## src/rtl/div_32.sv

```systemverilog
// +--------------------------------------------------------------------------+
// | Module   : div_32 (with helper add_sub_32)                               |
// | Purpose  : Sequential restoring divider, one quotient bit per cycle,     |
// |            start/done handshake. Optional macro DIV_SIGNED_EN selects    |
// |            two's-complement operands (truncating toward zero).           |
// | Revision : 1.0 - initial release                                         |
// +--------------------------------------------------------------------------+
`default_nettype none

module add_sub_32 #(
  parameter int N = 32
) (
  input  logic [N-1:0] a,
  input  logic [N-1:0] b,
  input  logic         sel,
  output logic [N-1:0] sum,
  output logic         cout
);
  logic [N-1:0] b_eff;

  // sel=1 subtracts as a + ~b + 1; cout=1 then means "no borrow".
  assign b_eff       = b ^ {N{sel}};
  assign {cout, sum} = {1'b0, a} + {1'b0, b_eff} + {{N{1'b0}}, sel};
endmodule

module div_32 #(
  parameter int N = 32
) (
  input  logic         clk,
  input  logic         rst_n,
  input  logic         start,
  input  logic [N-1:0] dividend,
  input  logic [N-1:0] divisor,
  output logic         busy,
  output logic         done,
  output logic [N-1:0] quotient,
  output logic [N-1:0] remainder,
  output logic         div_by_zero
);
  localparam int CW = $clog2(N);
  localparam logic [CW-1:0] LAST = CW'(N - 1);

  typedef enum logic [1:0] {
    IDLE = 2'd0,
    RUN  = 2'd1,
    DONE = 2'd2
  } state_t;

  state_t        state_q, state_d;
  logic [N-1:0]  q_q, q_d;
  logic [N:0]    r_q, r_d;
  logic [N-1:0]  d_q, d_d;
  logic [CW-1:0] count_q, count_d;
  logic [N-1:0]  quotient_q, quotient_d;
  logic [N-1:0]  remainder_q, remainder_d;
  logic          dbz_q, dbz_d;

  logic [N:0]    r_shift;
  logic [N:0]    diff;
  logic          no_borrow;
  logic [N-1:0]  q_step;
  logic [N:0]    r_step;
  logic [N-1:0]  mag_dividend;
  logic [N-1:0]  mag_divisor;
  logic [N-1:0]  res_quo;
  logic [N-1:0]  res_rem;
  logic          accept;
  logic          unused_r_msb;

  // Partial remainder always stays below the divisor, so its top bit is never shifted in.
  assign unused_r_msb = r_q[N];
  assign r_shift      = {r_q[N-1:0], q_q[N-1]};
  assign accept       = (state_q == IDLE) && start && (divisor != '0);

  add_sub_32 #(.N(N + 1)) u_trial_sub (
    .a    (r_shift),
    .b    ({1'b0, d_q}),
    .sel  (1'b1),
    .sum  (diff),
    .cout (no_borrow)
  );

  assign q_step = {q_q[N-2:0], no_borrow};
  assign r_step = no_borrow ? diff : r_shift;

`ifdef DIV_SIGNED_EN
  logic neg_quo_q, neg_quo_d;
  logic neg_rem_q, neg_rem_d;

  assign mag_dividend = dividend[N-1] ? -dividend : dividend;
  assign mag_divisor  = divisor[N-1]  ? -divisor  : divisor;
  assign res_quo      = neg_quo_q ? -q_step : q_step;
  assign res_rem      = neg_rem_q ? -r_step[N-1:0] : r_step[N-1:0];

  always_comb begin
    neg_quo_d = neg_quo_q;
    neg_rem_d = neg_rem_q;
    if (accept) begin
      neg_quo_d = dividend[N-1] ^ divisor[N-1];
      neg_rem_d = dividend[N-1];
    end
  end

  always_ff @(posedge clk) begin
    if (!rst_n) begin
      neg_quo_q <= 1'b0;
      neg_rem_q <= 1'b0;
    end else begin
      neg_quo_q <= neg_quo_d;
      neg_rem_q <= neg_rem_d;
    end
  end
`else
  assign mag_dividend = dividend;
  assign mag_divisor  = divisor;
  assign res_quo      = q_step;
  assign res_rem      = r_step[N-1:0];
`endif

  always_comb begin
    state_d     = state_q;
    q_d         = q_q;
    r_d         = r_q;
    d_d         = d_q;
    count_d     = count_q;
    quotient_d  = quotient_q;
    remainder_d = remainder_q;
    dbz_d       = dbz_q;
    case (state_q)
      IDLE: begin
        if (start) begin
          if (divisor == '0) begin
            state_d     = DONE;
            quotient_d  = '1;
            remainder_d = dividend;
            dbz_d       = 1'b1;
          end else begin
            state_d = RUN;
            q_d     = mag_dividend;
            d_d     = mag_divisor;
            r_d     = '0;
            count_d = '0;
          end
        end
      end
      RUN: begin
        q_d     = q_step;
        r_d     = r_step;
        count_d = count_q + CW'(1);
        // Last iteration commits the results in the same edge.
        if (count_q == LAST) begin
          state_d     = DONE;
          quotient_d  = res_quo;
          remainder_d = res_rem;
          dbz_d       = 1'b0;
        end
      end
      DONE:    state_d = IDLE;
      default: state_d = IDLE;
    endcase
  end

  always_ff @(posedge clk) begin
    if (!rst_n) begin
      state_q     <= IDLE;
      q_q         <= '0;
      r_q         <= '0;
      d_q         <= '0;
      count_q     <= '0;
      quotient_q  <= '0;
      remainder_q <= '0;
      dbz_q       <= 1'b0;
    end else begin
      state_q     <= state_d;
      q_q         <= q_d;
      r_q         <= r_d;
      d_q         <= d_d;
      count_q     <= count_d;
      quotient_q  <= quotient_d;
      remainder_q <= remainder_d;
      dbz_q       <= dbz_d;
    end
  end

  assign busy        = (state_q != IDLE);
  assign done        = (state_q == DONE);
  assign quotient    = quotient_q;
  assign remainder   = remainder_q;
  assign div_by_zero = dbz_q;
endmodule

`default_nettype wire

```

## config.mk

```make
export PLATFORM = sky130hd
export DESIGN_NAME = div_32
export DESIGN_NICKNAME = d
export VERILOG_FILES = /design/src/rtl/div_32.sv
export SDC_FILE = /design/constraint.sdc
export NUM_CORES = 1
export LEC_CHECK = 0
export CELL_PAD_IN_SITES_DETAIL_PLACEMENT = 0
export CELL_PAD_IN_SITES_GLOBAL_PLACEMENT = 1
export CORE_UTILIZATION = 43
export DETAILED_ROUTE_END_ITERATION = 16
export PLACE_DENSITY = 0.95
export SYNTH_ARGS = -nofsm -noshare
export SYNTH_HDL_FRONTEND = slang
export SYNTH_SLANG_ARGS = --single-unit
```

## constraint.sdc

```tcl
create_clock -name clk -period 6.05 [get_ports clk]
set_input_delay 0.9075 -clock clk [delete_from_list [all_inputs] [get_ports clk]]
set_output_delay 0.9075 -clock clk [all_outputs]
set_load 0.02 [all_outputs]
```

==> run metrics <==
storage element area=0.00336 mm2; Critical Path Slowest Stage Cell=o21ai_0; max-cap check violation count=0; Unique masters post-synth=63; slew margin rel.=44.9%; multi-input combinational cell area=0.00476 mm2; startpoint type of the worst setup path=input port; CP max FO=24; largest net degree at the start of global routing=between 70 and 80; DP HPWL=16.6 mm; Tightest Pin Transition=0.824 ns; fraction of layout cells with a size suffix above 1=5.51%; antenna cells=0; Synth Area in Simple Gates=22.1%; post-layout net count=around 1,300; Buf/Inv on CP=2; Min-Delay Path Class=register to register; PwrDens=563 mW/mm2; CP delay by family, top=compound AO/OA/AOI/OAI gates; post-synthesis xor/xnor area fraction=2.77%; Cell Area, Synth=0.00854 mm2; warnings from Yosys=0; Seq/Total Area, Yosys=39.4%; WP data arrival=approximately 3.9 ns; first-pass GRT wire length=~38 mm; die height=between 100 and 150 um; Fillers=1,872; CTS tree=built; Final Core Density=between 50% and 60%; mux contribution to synthesized area=3.18%; I/O Buffers=133; full die area=just over 0.02 mm2; RSZ-0062 raised after global routing=false; Clock Sinks=roughly 170; setup TNS=0 ns; cts hold-fix bufs=0; crit path time final=about 3.6 ns; clk_lat worst skew=0.43 ns; final WL=23.6 mm; cell breakdown of the critical path=clkdlybuf4s50_1, nor4_1, nand4_1, o21ai_0, a21o_1, buf_4, a211o_1, a21oi_1; drt pass-1 iters=6; Post-DRT Antenna Nets=0; vias in the first global route=around 7,600; antenna violations before repair=0; Post-Synth Adder-Cell Area=5.21%; post-DR vias/cell=about 5.6; Congestion Overflow GR=0; Yosys reg bits=between 150 and 200; Gate Count Post-Synth=between 1,000 and 1,500; Synth Area per Inst=between 7 and 8 um2; # Post-CTS Setup Buffers=0; Initial Util=43.9%; CTS Buf Count=17; asr flop ratio synth=0%; Clock Path Buffers=2; IO Pins=~130; drt drc=0; status=complete, no violations; CTS resizes=0; fin crit share=59.3%; Critical Path RT=6.33 ns; endpoint class of the critical path=register; CTS clk-pin slew, worst paths=around 0.060 ns; fmax=279 MHz; Row Count=51; initial DRC count=between 500 and 600; main combinational cell family by area after synthesis=simple AND/OR/NAND/NOR gates; die width=143 um; Core ar.=a little under 0.02 mm2; Lkg Pwr=about 4 nW; number of setup violations in the final report=0; critical path class=input port to register; drt wl/cell=16.1 um; Final Hold Vio Count=0; CP peak stage delay=0.68 ns; H-tree levels=4; GRT Util Overall=23.7%; Peak VDD IR=0.473 mV; ys flop type=dfxtp_1; R2R setup slack=between 2 and 2.5 ns; Area Growth Syn to Fin=24.5%; syn nets=roughly 1,200; post-synthesis compound-gate area fraction=a little over a fifth; Post-synth EDFFs=0; Via Count=8,130; Slew Viols, Final=0; Final Skew=0.0104 ns; CTS root buffer=clkbuf_16; placer's final routability congestion estimate=roughly 0.86
==> metrics by stage <==
stage | instances | area, um2 | setup WS (ns) | hold WS [ns] | total power, mW
after floorplan | 1096 | 8540 | 3.24 | 0.436 | 4.13
after global placement | 1430 | 10000 | 2.09 | 0.446 | 4.81
after detailed placement | 1430 | 10000 | 2.05 | 0.447 | 4.83
after CTS | 1462 | 10600 | 2.46 | 0.456 | 5.99
after global routing | 1462 | 10600 | 2.13 | 0.475 | 6.39
final | 1462 | 10600 | 2.46 | 0.453 | 5.99
==> cell usage after synthesis (31+ instances only) <==
| cell type | n | area share, % |
|---|---|---|
| nor3_1 | 70 | 4.1 |
| a31oi_1 | 31 | 2.3 |
| nand2_1 | 216 | 9.5 |
| inv_1 | 40 | 1.8 |
| nor2_1 | 94 | 4.1 |
| dfxtp_1 | 168 | 39 |
| clkbuf_1 | 65 | 2.9 |
| o21ai_0 | 42 | 2.5 |
| ha_1 | 34 | 5.0 |
| a311oi_1 | 36 | 3.7 |
| a21oi_1 | 98 | 5.7 |
==> registers in the layout, indices dropped and copies added, names as in the netlist <==
register,cells
quotient,32
div_by_zero,1
r_q,32
q_q,32
remainder,32
state_q,2
count_q,5
d_q,32
==> power by group <==
part           switching [mW]  leakage (nW)  internal [mW]
registers               0.114          1.37           1.23
clock network           0.471         0.296          0.668
logic                    2.03          2.38           1.47
total                    2.62          4.05           3.37
==> final timing paths <==
kind / from / endpoint / depth (start not counted)
hold / removal: d_q[29] / d_q[29] / 2
setup reg to reg: d_q[1] / remainder[20] / 12
setup / recovery: divisor[28] / q_q[0] / 8
hold reg to reg: d_q[29] / d_q[29] / 2
==> cell families after synthesis <==
kind of cell | after synthesis
mux | 25
simple gates | 439
fa+ha+maj | 35
flops | 168
compound gates | 286
xor+xnor | 27
buf+inv | 116
==> worst reg2reg max path, stage by stage, from the launching register on <==
cell,delay [ns]
dfxtp_1,0.33
inv_1,0.09
ha_1,0.27
nor2b_1,0.17
o2111ai_1,0.19
a2111oi_1,0.61
a32o_1,0.26
nor2_1,0.10
o21bai_4,0.34
buf_4,0.45
mux2_1,0.40
nand2_1,0.15
a31oi_1,0.10
==> placed cells by master (no fill, tap or decap), types with 6 or more instances in the layout <==
cell type,netlist,routed
a211oi_1,6,6
a21o_1,17,17
a21oi_1,98,97
a311oi_1,36,36
a31oi_1,31,31
buf_4,1,11
clkbuf_16,0,17
clkdlybuf4s50_1,0,133
dfxtp_1,168,168
ha_1,34,34
inv_1,40,40
mux2_1,17,17
mux2i_1,8,8
nand2_1,216,216
nand3_1,6,6
nand4_1,6,6
nor2_1,94,92
nor2b_1,7,6
nor3_1,70,70
nor4_1,10,10
o21ai_0,42,42
o21ai_1,6,6
or2_2,6,6
xnor2_1,17,17
xor2_1,10,10
==> layout make-up <==
cell class	count	share of cell area, %
inverters	41	1.47
flip-flops and latches	168	31.6
repair buffers	144	13.3
multi-input cells	812	44.7
clock buffers	20	4.20
clock inverters	12	1.54
well taps	265	3.12
==> per-layer routing <==
metal | share of wire, % | up-vias | global-route usage [%]
met3 | 4.3 | 34 | 4.26
met1 | 43 | 3843 | 29.3
li1 | - | 4047 | -
met4 | 1.9 | 0 | 7.30
met2 | 50 | 206 | 41.6
met5 | 0 | - | 0
(Power assumes the default switching activity.)
